===== src/rtl/fir_cfg_pkg.sv =====
// +------------------------------------------------------------------+
// | fir_cfg_pkg : register map, bit positions and FSM states for     |
// |               the FIR coefficient controller.                    |
// | Revision    : 1.0                                                |
// +------------------------------------------------------------------+
`default_nettype none

package fir_cfg_pkg;

  localparam int c_reg_ctrl    = 'h000;
  localparam int c_reg_status  = 'h001;
  localparam int c_reg_ntaps   = 'h002;
  localparam int c_reg_chksum  = 'h003;
  localparam int c_shadow_base = 'h100;

  localparam int c_ctrl_en     = 0;
  localparam int c_ctrl_commit = 1;
  localparam int c_ctrl_irq_en = 2;

  localparam int c_stat_busy   = 0;
  localparam int c_stat_done   = 1;
  localparam int c_stat_pend   = 2;

  typedef enum logic [1:0] {
    S_IDLE = 2'd0,
    S_PEND = 2'd1,
    S_COPY = 2'd2,
    S_DONE = 2'd3
  } fsm_state_t;

endpackage

`default_nettype wire


===== src/rtl/fir_coef_shadow.sv =====
// +------------------------------------------------------------------+
// | fir_coef_shadow : byte-enabled shadow coefficient bank with a    |
// |                   registered bus read port and a combinational   |
// |                   copy read port.                                |
// | Revision        : 1.0                                            |
// +------------------------------------------------------------------+
`default_nettype none

module fir_coef_shadow #(
  parameter int N_TAPS = 16,
  parameter int COEF_W = 16
) (
  input  logic                      clk,
  input  logic                      rst_n,
  input  logic                      i_we,
  input  logic [$clog2(N_TAPS)-1:0] i_widx,
  input  logic [31:0]               i_wdata,
  input  logic [3:0]                i_be,
  input  logic                      i_re,
  input  logic [$clog2(N_TAPS)-1:0] i_ridx,
  output logic [COEF_W-1:0]         o_rdata,
  input  logic [$clog2(N_TAPS)-1:0] i_cidx,
  output logic [COEF_W-1:0]         o_cdata
);

  logic [COEF_W-1:0] r_mem [N_TAPS];
  logic [COEF_W-1:0] w_bmask;
  logic              w_unused_wdata;

  for (genvar b = 0; b < COEF_W; b++) begin : g_mask
    assign w_bmask[b] = i_be[b/8];
  end

  // Bits above COEF_W are dropped; the bus reads them back as 0.
  assign w_unused_wdata = ^i_wdata;

  always_ff @(posedge clk or negedge rst_n) begin
    if (!rst_n) begin
      for (int t = 0; t < N_TAPS; t++) r_mem[t] <= '0;
      o_rdata <= '0;
    end else begin
      if (i_we)
        r_mem[i_widx] <= (r_mem[i_widx] & ~w_bmask) | (i_wdata[COEF_W-1:0] & w_bmask);
      if (i_re)
        o_rdata <= r_mem[i_ridx];
    end
  end

  assign o_cdata = r_mem[i_cidx];

endmodule

`default_nettype wire


===== src/rtl/fir_coef_ctrl.sv =====
// +------------------------------------------------------------------+
// | fir_coef_ctrl : Avalon-MM coefficient controller; commits the    |
// |                 shadow bank to the FIR on a sample boundary.     |
// |                 Optional checksum: FIR_COEF_CHKSUM_EN.           |
// | Revision      : 1.0                                              |
// +------------------------------------------------------------------+
`default_nettype none

module fir_coef_ctrl
  import fir_cfg_pkg::*;
#(
  parameter int N_TAPS = 16,
  parameter int COEF_W = 16,
  parameter int ADDR_W = 10
) (
  input  logic                      clk_clk,
  input  logic                      reset_reset_n,
  input  logic [ADDR_W-1:0]         avs_address,
  input  logic                      avs_read,
  input  logic                      avs_write,
  input  logic [31:0]               avs_writedata,
  input  logic [3:0]                avs_byteenable,
  output logic                      avs_waitrequest,
  output logic [31:0]               avs_readdata,
  output logic                      avs_readdatavalid,
  input  logic                      sample_strobe,
  output logic                      coef_we,
  output logic [$clog2(N_TAPS)-1:0] coef_idx,
  output logic [COEF_W-1:0]         coef_data,
  output logic                      fir_enable,
  output logic                      irq
);

  localparam int IDX_W = $clog2(N_TAPS);

  fsm_state_t         r_state, w_next;
  logic [IDX_W-1:0]   r_cnt;
  logic               r_en, r_irq_en, r_done;
  logic               r_rsh;
  logic [31:0]        r_rreg, w_rmux;
  logic               w_in_sh, w_busy, w_wr, w_commit;
  logic               w_ctrl_sel, w_stat_sel;
  logic [IDX_W-1:0]   w_sh_idx;
  logic [COEF_W-1:0]  w_sh_rdata, w_cdata;

  assign w_in_sh    = (int'(avs_address) >= c_shadow_base) &&
                      (int'(avs_address) <  c_shadow_base + N_TAPS);
  assign w_sh_idx   = IDX_W'(int'(avs_address) - c_shadow_base);
  assign w_ctrl_sel = (avs_address == ADDR_W'(c_reg_ctrl));
  assign w_stat_sel = (avs_address == ADDR_W'(c_reg_status));
  assign w_busy     = (r_state == S_PEND) || (r_state == S_COPY);

  // Shadow writes are held off while the bank is being committed.
  assign avs_waitrequest = avs_write & w_in_sh & w_busy;
  assign w_wr            = avs_write & ~avs_waitrequest;
  assign w_commit        = w_wr & w_ctrl_sel & avs_byteenable[0] & avs_writedata[c_ctrl_commit];

  fir_coef_shadow #(.N_TAPS(N_TAPS), .COEF_W(COEF_W)) u_shadow (
    .clk     (clk_clk),
    .rst_n   (reset_reset_n),
    .i_we    (w_wr & w_in_sh),
    .i_widx  (w_sh_idx),
    .i_wdata (avs_writedata),
    .i_be    (avs_byteenable),
    .i_re    (avs_read & w_in_sh),
    .i_ridx  (w_sh_idx),
    .o_rdata (w_sh_rdata),
    .i_cidx  (r_cnt),
    .o_cdata (w_cdata)
  );

  always_comb begin
    w_next = r_state;
    unique case (r_state)
      S_IDLE:  if (w_commit) w_next = S_PEND;
      S_PEND:  if (sample_strobe) w_next = S_COPY;
      S_COPY:  if (r_cnt == IDX_W'(N_TAPS-1)) w_next = S_DONE;
      S_DONE:  w_next = S_IDLE;
      default: w_next = S_IDLE;
    endcase
  end

  always_ff @(posedge clk_clk or negedge reset_reset_n) begin
    if (!reset_reset_n) begin
      r_state   <= S_IDLE;
      r_cnt     <= '0;
      coef_we   <= 1'b0;
      coef_idx  <= '0;
      coef_data <= '0;
    end else begin
      r_state <= w_next;
      coef_we <= (r_state == S_COPY);
      if (r_state == S_COPY) begin
        coef_idx  <= r_cnt;
        coef_data <= w_cdata;
        r_cnt     <= r_cnt + 1'b1;
      end else begin
        r_cnt <= '0;
      end
    end
  end

  always_ff @(posedge clk_clk or negedge reset_reset_n) begin
    if (!reset_reset_n) begin
      r_en     <= 1'b0;
      r_irq_en <= 1'b0;
      r_done   <= 1'b0;
    end else begin
      if (w_wr && w_ctrl_sel && avs_byteenable[0]) begin
        r_en     <= avs_writedata[c_ctrl_en];
        r_irq_en <= avs_writedata[c_ctrl_irq_en];
      end
      // Setting done takes priority over a simultaneous clear.
      if (r_state == S_DONE)
        r_done <= 1'b1;
      else if (w_wr && w_stat_sel && avs_byteenable[0] && avs_writedata[c_stat_done])
        r_done <= 1'b0;
    end
  end

`ifdef FIR_COEF_CHKSUM_EN
  logic [31:0] r_chk;

  always_ff @(posedge clk_clk or negedge reset_reset_n) begin
    if (!reset_reset_n)
      r_chk <= '0;
    else if (r_state == S_PEND && sample_strobe)
      r_chk <= '0;
    else if (r_state == S_COPY)
      r_chk <= r_chk + 32'($signed(w_cdata));
  end
`endif

  always_comb begin
    w_rmux = '0;
    if (w_ctrl_sel) begin
      w_rmux[c_ctrl_en]     = r_en;
      w_rmux[c_ctrl_irq_en] = r_irq_en;
    end else if (w_stat_sel) begin
      w_rmux[c_stat_busy] = w_busy;
      w_rmux[c_stat_done] = r_done;
      w_rmux[c_stat_pend] = (r_state == S_PEND);
    end else if (avs_address == ADDR_W'(c_reg_ntaps)) begin
      w_rmux = 32'(N_TAPS);
`ifdef FIR_COEF_CHKSUM_EN
    end else if (avs_address == ADDR_W'(c_reg_chksum)) begin
      w_rmux = r_chk;
`endif
    end
  end

  always_ff @(posedge clk_clk or negedge reset_reset_n) begin
    if (!reset_reset_n) begin
      avs_readdatavalid <= 1'b0;
      r_rsh             <= 1'b0;
      r_rreg            <= '0;
    end else begin
      avs_readdatavalid <= avs_read;
      if (avs_read) begin
        r_rsh  <= w_in_sh;
        r_rreg <= w_rmux;
      end
    end
  end

  assign avs_readdata = r_rsh ? 32'(w_sh_rdata) : r_rreg;
  assign fir_enable   = r_en;
  assign irq          = r_done & r_irq_en;

endmodule

`default_nettype wire


===== config.mk =====
export PLATFORM = sky130hd
export DESIGN_NAME = fir_coef_ctrl
export DESIGN_NICKNAME = d
export VERILOG_FILES = /design/src/rtl/fir_cfg_pkg.sv /design/src/rtl/fir_coef_shadow.sv /design/src/rtl/fir_coef_ctrl.sv
export SDC_FILE = /design/constraint.sdc
export NUM_CORES = 1
export LEC_CHECK = 0
export ABC_AREA = 1
export ABC_CLOCK_PERIOD_IN_PS = 4600
export BUFFER_PORTS_ARGS = -buffer_cell sky130_fd_sc_hd__buf_2
export CORE_MARGIN = 4
export CORE_UTILIZATION = 52
export DETAILED_ROUTE_END_ITERATION = 7
export PLACE_DENSITY = 0.82
export SYNTH_ARGS = -nofsm -noshare
export SYNTH_HDL_FRONTEND = slang
export SYNTH_SLANG_ARGS = --single-unit

===== constraint.sdc =====
create_clock -name clk_clk -period 4.6 [get_ports clk_clk]
set_clock_uncertainty 0.15 [all_clocks]
set_input_delay 1.15 -clock clk_clk [delete_from_list [all_inputs] [get_ports clk_clk]]
set_output_delay 1.15 -clock clk_clk [all_outputs]
set_load 0.1 [all_outputs]

Yosys cells after proc, flatten, opt, wreduce, memory -nomap -nowiden
Cells that the tools add are included.

Flip-flop bits (word level): 336. Output and inout bits: 57. Logic and storage cells: 96.

Reductions and logical operators: 12. $add $sub $neg: 2. Bitwise logic cells: 16. Muxes and demuxes: 24. Equality and inequality tests: 9. Magnitude comparators: 5.

Operator list (number): $bwmux 256 (1); $bmux 16 s4 (2); $mux 16 (5); $demux 16 s4 (1); $and 16x16->16 (2); $mux 32 (1); $mux 29 (1); $not 16->16 (1); $or 16x16->16 (1); $eq 10x1->1 const B (1); $eq 10x2->1 const B (1); $ge 10x9->1 const B (1); $ge 5x5->1 const B (2); $logic_not 10->1 (1); $lt 10x9->1 const B (1); $not 4->5 (2); $and 1x1->1 (9); $mux 2 (4); $pmux 2 s4 (1); $logic_and 1x1->1 (7); $ne 2x2->1 const B (3); $lt 5x1->1 const B (1); $mux 1 (5); $mux 5 (1); 12 further kinds (13).

Logic depth before layout (Yosys ltp)
Depth in word-level cells: 11. Gate-level depth with buffers: 15. Mapped depth without buffers: 12.

Cells and area by module
A second synthesis with hierarchy kept.

Cell total of the unflattened synthesis: 3156. Area total of the unflattened synthesis: 19979.2 um^2.

Modules (own cells, without submodules): fir_coef_shadow (times used 1, seq. area each 6806.5 um^2, area each 18139.9 um^2, cells an instance 2921); fir_coef_ctrl (times used 1, seq. area each 900.9 um^2, area each 1839.3 um^2, cells an instance 235).

Worst setup path before layout
No wires, ideal clock.

Kind: register to output. Start point: reg r_rsh. End point: out avs_readdata[1]. Path slack: 0.641 ns. Stages on the path, launching flop included: 3. Buffers on the path: 1. Arrival: 2.659 ns. Required time: 3.300 ns. Path through: dfrtp_1 -> clkbuf_1 -> o21ai_0.

Cells in the longest elaborated chain, start to end: 1.

Ends and longest elaborated chain: from (decl) (RTL line fir_coef_ctrl.sv:39) `logic r_rsh;`; from (signal assigned) (RTL line fir_coef_ctrl.sv:160) `r_rsh <= w_in_sh;`; $mux 32 (RTL line fir_coef_ctrl.sv:166) `assign avs_readdata = r_rsh ? 32'(w_sh_rdata) : r_rreg;`; to (decl) (RTL line fir_coef_ctrl.sv:24) `output logic [31:0] avs_readdata,`.

No other way between the ends.

Worst setup path in the final report
Start point: reg r_state[0]. End point: out avs_waitrequest.

Cells in the longest elaborated chain, start to end: 3. Elaborated cells between the ends (all ways): 4. Those cells by class: eq/ne (2); bitwise (1); reduce/logical (1).

Ends and longest elaborated chain: from (decl) (RTL line fir_coef_ctrl.sv:36) `fsm_state_t r_state, w_next;`; from (signal assigned) (RTL line fir_coef_ctrl.sv:91) `r_state <= w_next;`; $eq 2x1->1 or $eq 2x2->1 (tied branches) (RTL line fir_coef_ctrl.sv:51) `assign w_busy = (r_state == S_PEND) || (r_state == S_COPY);`; $logic_or 1x1->1 * (RTL line fir_coef_ctrl.sv:51); $and 1x1->1 * (RTL line fir_coef_ctrl.sv:54) `assign avs_waitrequest = avs_write & w_in_sh & w_busy;`; to (decl) (RTL line fir_coef_ctrl.sv:23) `output logic avs_waitrequest,`.

Mark *: on every way between the ends. The rest lies on a longest branch, timed or not.

==> reports/qor_table.md <==
| Metric | This run | Unit |
| --- | --- | --- |
| Max Buffers Root-to-Sink | 3 | - |
| Critical path cell sequence | inv_1 > ha_1 > nand2_1 > inv_1 > nand4_1 > inv_1 > buf_2 | - |
| Share of total power in the clock network | 35.6 | % |
| Vias | 18.47k | - |
| Vias in the first global route | 17.97k | - |
| CTS tree | built | - |
| Number of failing setup endpoints in the final timing report | 0 | - |
| Comb power frac | 28.5 | % |
| Endpoint class of the critical path | primary output | - |
| Die Area | 36,450 | sq um |
| # diodes | 0 | - |
| Post-layout power | 8.151 | mW |
| Violation count after the first detailed-route iteration | 3,172 | - |
| Initial Utilization | 53.07 | % |
| Switch Pwr | 3.127 | mW |
| Crit path largest cell delay | 0.44 | ns |
| Clock-pin slew on the worst setup and hold paths | 0.06 | ns |
| Leakage | 10.33 | nW |
| Worst Hold Slack | 0.3262 | ns |
| Max-slew violations | 0 | - |
| Half-perimeter wire length of the detailed placement result | 36,800 | um |
| Final Core Density | 58.27 | % |
| WL final | 61,230 | um |
| Skew-Pair Late Insertion Delay | 0.53 | ns |
| Number of hold-repair buffers added at the cts stage | 0 | - |
| Run status | finished, final reports clean | - |
| Setup Buffers After CTS | 0 | - |
| Overflow left after global routing | 0 | - |
| Most numerous cell on the critical path | sky130_fd_sc_hd__inv_1 | - |
| Class of the tightest hold or removal check | reg -> reg | - |
| Share of cells above drive strength 1 | 9.207 | % |
| Max Clk Rate | 286.0 | MHz |
| Synth unique cells | 28 | - |
| Global routing usage summed across all routing layers | 33.27 | % |
| RSZ-0062 raised after global routing | no | - |
| Quantity of gates resized following cts | 0 | - |
| Slew of the pin with the lowest slew margin | 1.036 | ns |
| Summed negative setup slack over all endpoints | 0 | ns |
| Antenna violations before repair | 1 | - |
| Antenna-violating nets left | 0 | - |
| Count of input and output buffers | 73 | - |
| Horizontal die dimension | 190.9 | um |
| Count of nets after finishing | 2,606 | - |
| Endpoints failing hold | 0 | - |
| Largest voltage drop on the vdd net | 0.0004533 | V |
| Worst max-slew margin expressed relative to the limit | 30.84 | % |
| Number of clock sinks | 308 | - |
| Largest net degree at the start of global routing | 129 | - |
| Via/cell ratio | 6.122 | - |
| Kind of start point of the critical path | flop | - |
| Internal power | 5.024 | mW |
| Cell area after synthesis | 17,400 | sq um |
| Minimum clock period | 3.497 | ns |
| Mean cell area of the mapped netlist | 6.778 | sq um |
| Synthesis-to-finish area growth | 9.794 | % |
| Wire length of the first global-routing pass | 95,810 | um |
| Post-Syn Instances | 2,567 | - |
| Routability-driven placement congestion ratio | 0.9166 | - |
| WL/cell | 20.30 | um |
| Length of the first detailed-routing pass in iterations | 7 | - |
| Register area share after synthesis | 44.30 | % |
| Final non-filler cell area | 19,100 | sq um |
| Clock buffer count from CTS | 34 | - |
| Root Buffer | sky130_fd_sc_hd__clkbuf_16 | - |
| Power share of the sequential group | 35.9 | % |
| Instance area at placement | 17,920 | sq um |
| H-tree depth | 2 | - |
| Placeable core region | 32,780 | sq um |
| Rows | 66 | - |
| Worst Path Class, Setup | reg -> out | - |
| Req. time, crit path | 3.30 | ns |
| DRC violations left | 0 | - |
| Flops & latches, synth | 308 | - |
| YS warnings | 0 | - |
| Biggest fanout along the worst timing path | 4 | - |
| Height of the die | 190.9 | um |
| Final worst path period share | 76.02 | % |
| Max Cap Viol | 0 | - |
| Power density normalized to cell area | 426.7 | nW/um^2 |
| Arrival time of data at the critical path endpoint | 2.20 | ns |
| Share of total power consumed by net switching | 38.36 | % |
| Slowest-stage cell, CP | sky130_fd_sc_hd__buf_2 | - |
| Boundary pin count | 108 | - |
-- final cells by class --
class,instances,area [sq um]
multi-input cells,2020,8596
flip-flops and latches,308,7712
well taps,442,553.0
clock buffers,55,1074
clock inverters,6,105.1
inverters,61,230.2
repair buffers,124,833.3
fillers,2944,13680
-- worst max-delay path, delay by kind of cell (launching register included) --
family	cells	cell delay (ns)
buf+inv	4	0.73
flops	1	0.41
fa+ha+maj	1	0.35
simple gates	2	0.18
-- power groups by stage --
stage               registers (mW)  clock network (mW)  logic (mW)
finish                        2.93                2.90        2.32
floorplan                     3.48                   0        1.10
global route                  2.94                3.02        2.44
detailed placement            2.97                   0        2.24
CTS                           2.92                2.91        2.25
global placement              2.97                   0        2.21
-- kinds of logic (layout without fill, tap and decap cells) --
kind of cell	after synthesis	after routing	synth area share, %
AO/OA/AOI/OAI	158	158	5.178
XOR/XNOR	1	1	0.05035
adder cells (fa/ha/maj)	6	6	0.4315
buffers and inverters	254	246	6.652
flip-flops	308	308	44.30
other	1	16	0.02155
AND/OR/NAND/NOR	1839	1839	43.37
-- through the flow --
step,worst slack [ns],cells
after CTS,1.136,3016
after detailed placement,0.9498,2955
after floorplan,0.6405,2582
after global routing,1.050,3016
final,1.103,3016
after global placement,0.9577,2955
-- synthesized netlist by cell type --
library cell | number | share of area, %
sky130_fd_sc_hd__clkinv_1 | 1 | 0.022
sky130_fd_sc_hd__a21oi_1 | 56 | 1.6
sky130_fd_sc_hd__nor2_2 | 20 | 0.72
sky130_fd_sc_hd__buf_4 | 38 | 1.6
sky130_fd_sc_hd__or2_2 | 15 | 0.54
sky130_fd_sc_hd__dfrtp_1 | 308 | 44
sky130_fd_sc_hd__inv_1 | 41 | 0.88
sky130_fd_sc_hd__nand3_2 | 2 | 0.12
sky130_fd_sc_hd__o31ai_1 | 11 | 0.47
sky130_fd_sc_hd__o221ai_1 | 20 | 1.0
sky130_fd_sc_hd__nand3_1 | 414 | 12
sky130_fd_sc_hd__nor3_1 | 2 | 0.058
sky130_fd_sc_hd__a22oi_1 | 1 | 0.043
sky130_fd_sc_hd__a31oi_1 | 2 | 0.072
sky130_fd_sc_hd__inv_2 | 19 | 0.41
sky130_fd_sc_hd__a21o_1 | 1 | 0.043
sky130_fd_sc_hd__nand4_1 | 1 | 0.036
sky130_fd_sc_hd__conb_1 | 1 | 0.022
sky130_fd_sc_hd__nor2_1 | 79 | 1.7
sky130_fd_sc_hd__nand2_1 | 1304 | 28
sky130_fd_sc_hd__buf_2 | 49 | 1.4
sky130_fd_sc_hd__o21ai_0 | 67 | 1.9
sky130_fd_sc_hd__clkbuf_1 | 81 | 1.7
sky130_fd_sc_hd__xor2_1 | 1 | 0.050
sky130_fd_sc_hd__nor3_4 | 1 | 0.094
sky130_fd_sc_hd__buf_1 | 25 | 0.54
sky130_fd_sc_hd__nor2_4 | 1 | 0.065
sky130_fd_sc_hd__ha_1 | 6 | 0.43
-- worst paths after layout --
kind | startpoint | end | slack (ns) | depth (start not counted)
min | coef_idx[3]$_DFFE_PN0P_ | coef_idx[3]$_DFFE_PN0P_ | 0.33 | 2
max | r_state[0]$_DFFE_PN0P_ | avs_waitrequest | 1.10 | 7
min reg2reg | coef_idx[3]$_DFFE_PN0P_ | coef_idx[3]$_DFFE_PN0P_ | 0.33 | 2
min in group asynchronous | reset_reset_n | u_shadow.r_mem[29]$_DFFE_PN0P_ | 0.48 | 1
max in group asynchronous | reset_reset_n | u_shadow.r_mem[134]$_DFFE_PN0P_ | 2.81 | 2
max reg2reg | r_state[0]$_DFFE_PN0P_ | u_shadow.r_mem[2]$_DFFE_PN0P_ | 1.38 | 12
-- state kept, by name (all words and copies together) (netlist names) --
name / flops
avs_readdatavalid: 1
coef_data: 16
coef_idx: 4
coef_we: 1
fir_enable: 1
r_cnt: 4
r_done: 1
r_irq_en: 1
r_rreg: 4
r_rsh: 1
r_state: 2
u_shadow.o_rdata: 16
u_shadow.r_mem: 256
-- layer usage --
layer  GRT usage [%]  share of wire [%]  vias to the layer above
met4           19.28                6.8                        2
met2           49.25                 42                     1562
met1           42.26                 35                     8405
met3           11.85                 16                      386
li1                -                  -                     8110
met5               0              0.033                        -
-- layout by cell type, fill, tap and decap left out, types with 37 or more instances in the layout --
| master | netlist | final |
|---|---|---|
| sky130_fd_sc_hd__nor2_1 | 79 | 79 |
| sky130_fd_sc_hd__buf_2 | 49 | 72 |
| sky130_fd_sc_hd__nand3_1 | 414 | 414 |
| sky130_fd_sc_hd__o21ai_0 | 67 | 67 |
| sky130_fd_sc_hd__nand2_1 | 1304 | 1304 |
| sky130_fd_sc_hd__inv_1 | 41 | 39 |
| sky130_fd_sc_hd__a21oi_1 | 56 | 56 |
| sky130_fd_sc_hd__dfrtp_1 | 308 | 306 |
| sky130_fd_sc_hd__clkbuf_16 | 0 | 37 |
| sky130_fd_sc_hd__buf_4 | 38 | 45 |
Note: power is estimated with default switching activity, not from simulation.
